==> src/rtl/rom_stream_tx.sv <==
// rom_stream_tx: streams board_cfg, then per-region headers and source bytes, as paced ioctl write pulses.
module rom_stream_tx #(
  parameter int WR_GAP = 4,
  parameter int MAX_REGIONS = 16
) (
  input  logic        sys_clk,
  input  logic        reset,
  input  logic        start,
  input  logic [7:0]  board_cfg,
  input  logic [4:0]  num_regions,
  output logic [3:0]  desc_idx,
  input  logic [7:0]  desc_region,
  input  logic [23:0] desc_size,
  input  logic [23:0] desc_src,
  output logic [23:0] src_addr,
  output logic        src_rd,
  input  logic        src_valid,
  input  logic [7:0]  src_data,
  output logic        ioctl_downl,
  output logic        ioctl_wr,
  output logic [7:0]  ioctl_data,
  input  logic        ioctl_wait,
  output logic        busy,
  output logic        done
);
  typedef enum logic [3:0] {IDLE, CFG, DESC, IDX, SZ2, SZ1, SZ0, FETCH, EMIT, GAP, FINISH} state_t;
  state_t state, nxt, after_region;
  logic [7:0] cfg, region;
  logic [4:0] nreg, k, k_inc;
  logic [23:0] size, src, cnt;
  logic [3:0] gcnt;
  logic issued;
  assign k_inc = k + 5'd1;
  assign desc_idx = k[3:0];
  assign after_region = (k_inc == nreg) ? FINISH : DESC;
  // Byte states load ioctl_data and raise the pulse; EMIT/GAP then resume at nxt.
  always_ff @(posedge sys_clk or posedge reset) begin
    if (reset) begin
      state <= IDLE;
      nxt <= IDLE;
      cfg <= '0;
      region <= '0;
      nreg <= '0;
      k <= '0;
      size <= '0;
      src <= '0;
      cnt <= '0;
      gcnt <= '0;
      issued <= 1'b0;
      src_addr <= '0;
      src_rd <= 1'b0;
      ioctl_downl <= 1'b0;
      ioctl_wr <= 1'b0;
      ioctl_data <= '0;
      busy <= 1'b0;
      done <= 1'b0;
    end else begin
      ioctl_wr <= 1'b0;
      src_rd <= 1'b0;
      done <= 1'b0;
      case (state)
        IDLE: if (start) begin
          cfg <= board_cfg;
          nreg <= (num_regions > 5'(MAX_REGIONS)) ? 5'(MAX_REGIONS) : num_regions;
          k <= '0;
          ioctl_downl <= 1'b1;
          busy <= 1'b1;
          state <= CFG;
        end
        CFG: begin
          ioctl_data <= cfg;
          ioctl_wr <= 1'b1;
          nxt <= (nreg == 5'd0) ? FINISH : DESC;
          state <= EMIT;
        end
        DESC: begin
          region <= desc_region;
          size <= desc_size;
          src <= desc_src;
          cnt <= '0;
          state <= IDX;
        end
        IDX: begin
          ioctl_data <= region;
          ioctl_wr <= 1'b1;
          nxt <= SZ2;
          state <= EMIT;
        end
        SZ2: begin
          ioctl_data <= size[23:16];
          ioctl_wr <= 1'b1;
          nxt <= SZ1;
          state <= EMIT;
        end
        SZ1: begin
          ioctl_data <= size[15:8];
          ioctl_wr <= 1'b1;
          nxt <= SZ0;
          state <= EMIT;
        end
        SZ0: begin
          ioctl_data <= size[7:0];
          ioctl_wr <= 1'b1;
          state <= EMIT;
          if (size == 24'd0) begin
            k <= k_inc;
            nxt <= after_region;
          end else nxt <= FETCH;
        end
        FETCH: if (!issued) begin
          src_addr <= src + cnt;
          src_rd <= 1'b1;
          issued <= 1'b1;
        end else if (src_valid) begin
          issued <= 1'b0;
          ioctl_data <= src_data;
          ioctl_wr <= 1'b1;
          state <= EMIT;
          if (cnt == size - 24'd1) begin
            k <= k_inc;
            nxt <= after_region;
          end else begin
            cnt <= cnt + 24'd1;
            nxt <= FETCH;
          end
        end
        EMIT: begin
          gcnt <= '0;
          state <= GAP;
        end
        GAP: if (gcnt != 4'(WR_GAP)) gcnt <= gcnt + 4'd1;
             else if (!ioctl_wait) state <= nxt;
        FINISH: begin
          ioctl_downl <= 1'b0;
          busy <= 1'b0;
          done <= 1'b1;
          state <= IDLE;
        end
        default: state <= IDLE;
      endcase
    end
  end
endmodule

==> config.mk <==
export PLATFORM = sky130hd
export DESIGN_NAME = rom_stream_tx
export DESIGN_NICKNAME = d
export VERILOG_FILES = /design/src/rtl/rom_stream_tx.sv
export SDC_FILE = /design/constraint.sdc
export NUM_CORES = 1
export LEC_CHECK = 0
export ABC_AREA = 1
export CELL_PAD_IN_SITES_DETAIL_PLACEMENT = 1
export CELL_PAD_IN_SITES_GLOBAL_PLACEMENT = 1
export CORE_UTILIZATION = 44
export CTS_BUF_LIST = sky130_fd_sc_hd__clkbuf_8 sky130_fd_sc_hd__clkbuf_16
export CTS_CLUSTER_SIZE = 14
export DETAILED_ROUTE_END_ITERATION = 8
export PLACE_DENSITY_LB_ADDON = 0.2
export SKIP_CTS_REPAIR_TIMING = 1
export SLEW_MARGIN = 20
export SYNTH_ARGS = -nofsm -noshare
export SYNTH_HDL_FRONTEND = slang
export SYNTH_SLANG_ARGS = --single-unit
==> constraint.sdc <==
create_clock -name sys_clk -period 9.5 [get_ports sys_clk]
set_input_delay 0.95 -clock sys_clk [delete_from_list [all_inputs] [get_ports sys_clk]]
set_output_delay 0.95 -clock sys_clk [all_outputs]
set_load 0.02 [all_outputs]
==> reports/metrics.yaml <==
outcome:
  status: "complete, no violations"
clock_network:
  cts.sink_count: 147
  tritoncts_clock_tree: "yes"
  cts-htree-levels: 4
  tritoncts.num_buffers: 17
  cts-root-buf: "clkbuf_16"
  largest_buffer_count_on_any_clock_path: 2
  worst_skew_pair.late_latency_ns: 0.44
  worst_setup_hold_path_clk_slew_ns: 0.07
floorplanning:
  core_mm2: 0.0203
  fp.dieArea_mm2: 0.0213
  floorplan.die.width_um: 146
  initial_utilization_pct: 45.0
  fp.dieH_um: 146
  i_o_pins: 123
  rows: 52
sta:
  timing.final.crit_share_pct: 34.6
  layout_min_cycle_time_ns: 3.28
  finalHoldViolations: 0
  rsz_0062_raised_after_global_routing: "no"
  worst-slew-pin-transition_ns: 0.980
  timing.final.max_slew_violations: 0
  finalSetupViolations: 0
  setup_slack_ns: 6.22
  finalSetupTns_ns: 0
  max_freq_mhz: 304
  worst_clock_skew_ns: 0.0171
  worst_case_headroom_to_the_max_slew_limit_pct: 34.6
synthesis:
  synth-seq-area-share_pct: 40.3
  synth_top_area_share_pct: 40.3
  synth_top_area_cell: "dfrtp_1"
  ys_top_cells_by_area: "dfrtp_1 40%, nand2_1 15%, o21ai_0 5.4%"
  synth_nets: 1366
  avgSynthCellArea_um2: 7.27
  synth.cell_area_mm2: 0.00913
  post_synthesis_cell_type_count: 42
  asyncSetResetFlopFracSynth_pct: 100
  synth_enable_flop_cells: 0
  postSynthCellCount: 1255
  postSynth.topFlopCell: "dfrtp_1"
  synth.ff_latch_count: 147
  yosys_warnings: 0
worst_hold_path:
  hold_path_class: "reg -> reg"
  holdPathStages: 2
route:
  post_drt_wl_per_cell_um: 18.3
  via_per_inst: 5.44
  drtPass1Iterations: 5
  drt.antenna.violating_nets: 0
  drcViolationCount: 0
  detailroute.via_count: 8939
  totalWireLength_um: 30000
  drt_iter0_markers: 472
global_routing:
  grt_start_max_net_pins: 103
  antenna_found_initial: 2
  grt_pass1_vias: 9260
  overflow: 0
  gr-usage-all-layers_pct: 29.5
  grt_pass1_wl_um: 49000
critical_path:
  max_stage_delay_ns: 0.58
  critical_path_buf_inv_count: 5
  path_cells: "inv_1 > nor2_1 > inv_1 > nor2_2 > inv_2 > a21oi_1 > inv_2 > nand2_1 > inv_1 > nand2_1 > nand2_1"
  cpMaxStageDelayCell: "nand2_1"
  data_arrival_time_of_the_critical_path_ns: 3.61
  r2r_cells: 11
  critical-path-top-delay-family: "simple AND/OR/NAND/NOR gates"
  worst_setup_path_start_kind: "flip-flop"
  cp-end-kind: "flip-flop"
  required_ns: 9.83
  worst-path-stages: 11
  criticalPathCategory: "reg -> reg"
  crit_path_max_fanout: 27
layout:
  layout.cells.most_common: "nand2_1"
  flow.area_growth_from_synthesis_pct: 22.3
  fin_nets: 1470
  final_cell_mix: "374 x nand2_1, 147 x dfrtp_1, 125 x nor2_1"
  drive_gt1_share_pct: 4.74
  fill_cells: 2616
  postLayoutCellArea_mm2: 0.0112
place:
  post-place-ws_ns: 6.25
  dpl.hpwl_um: 22200
  placedInstanceArea_mm2: 0.0105
  routabilityCongestion: 0.863
  numPortBuffers: 122
pwr:
  max-vdd-ir-drop_mv: 0.122
  static_leakage_nw: 5.12
  power-per-cell-area_mw_per_mm2: 246
flow_run:
  cap_violations: 0
-- worst reg2reg max path, stage by stage, from the launching register on --
cell and delay [ns]:
dfrtp_1 0.38, inv_1 0.09, nor2_1 0.20, inv_1 0.12, nor2_2 0.47, inv_2 0.35
a21oi_1 0.31, inv_2 0.27, nand2_1 0.58, inv_1 0.22, nand2_1 0.13, nand2_1 0.06
-- where the power goes --
| group | switching, W | leakage (nW) | internal, W |
|---|---|---|---|
| combinational | 0.000633 | 2.94 | 0.000371 |
| sequential | 0.000182 | 1.87 | 0.000821 |
| clock | 0.000316 | 0.313 | 0.000427 |
| total | 0.00113 | 5.12 | 0.00162 |
-- final cells by class --
cell class / instances / area [µm²] / share of cell area (%)
multi-input combinational: 940 / 4780 / 42.8
sequential: 147 / 3680 / 33.0
timing repair buffer: 126 / 1250 / 11.2
inverter: 127 / 482 / 4.32
clock buffer: 17 / 425 / 3.81
tap: 270 / 338 / 3.03
clock inverter: 15 / 208 / 1.86
antenna: 1 / 2.50 / 0.0224
-- flip-flops by register name (all words and copies together) (netlist names) --
name	count
nreg	5
src_rd	1
cfg	8
region	8
ioctl_data	8
issued	1
busy	1
src	24
cnt	24
gcnt	4
src_addr	24
done	1
ioctl_wr	1
size	24
nxt	4
k	5
state	4
-- cells in the mapped netlist (all sizes together), types with 2 or more instances --
library cell,n
nor4,13
ha,28
o22ai,8
nor3,17
buf,15
nand3,79
xor2,32
nor3b,3
nor2,136
dfrtp,147
inv,126
a221oi,10
nand2,380
a22o,2
or2,6
clkbuf,26
xnor2,30
nand3b,6
a31oi,4
o21a,2
nand4,26
o21ai,101
a21oi,42
o21bai,6
a211oi,3
-- metrics by stage --
step	total power (W)	hold slack (ns)	instances	util, %
5_1_grt	0.00293	0.505	1642	55.0
3_3_place_gp	0.00194	0.454	1610	51.9
4_1_cts	0.00276	0.483	1642	55.0
6_report	0.00275	0.477	1643	55.0
2_1_floorplan	0.00164	0.448	1255	-
3_5_place_dp	0.00199	0.465	1610	51.9
-- layer usage --
layer  routed length [µm]  track usage [%]  vias up
met2                13600             46.0      239
met3                 1570             5.91       68
met1                14000             40.7     4337
li1                     -                -     4293
met4                  809             10.7        2
met5                   13                0        -
-- final timing paths --
kind / start / slack [ns] / end
setup / recovery: state[2]$_DFFE_PP0P_ / 6.22 / nxt[0]$_DFFE_PP0P_
hold / removal: src_addr[0]$_DFFE_PP0P_ / 0.48 / src_addr[0]$_DFFE_PP0P_
setup reg to reg: state[2]$_DFFE_PP0P_ / 6.22 / nxt[0]$_DFFE_PP0P_
hold reg to reg: src_addr[0]$_DFFE_PP0P_ / 0.48 / src_addr[0]$_DFFE_PP0P_
max in group asynchronous: reset / 7.27 / cnt[20]$_DFFE_PP0P_
min in group asynchronous: reset / 1.07 / src[9]$_DFFE_PP0P_
-- logic make-up after synthesis --
| family | after synthesis | share of synthesized area, % |
|---|---|---|
| xor+xnor | 62 | 5.95 |
| simple gates | 668 | 31.3 |
| fa+ha+maj | 29 | 4.06 |
| compound gates | 181 | 11.0 |
| buf+inv | 168 | 7.43 |
| flops | 147 | 40.3 |
Power figures use the tool's default switching activity.
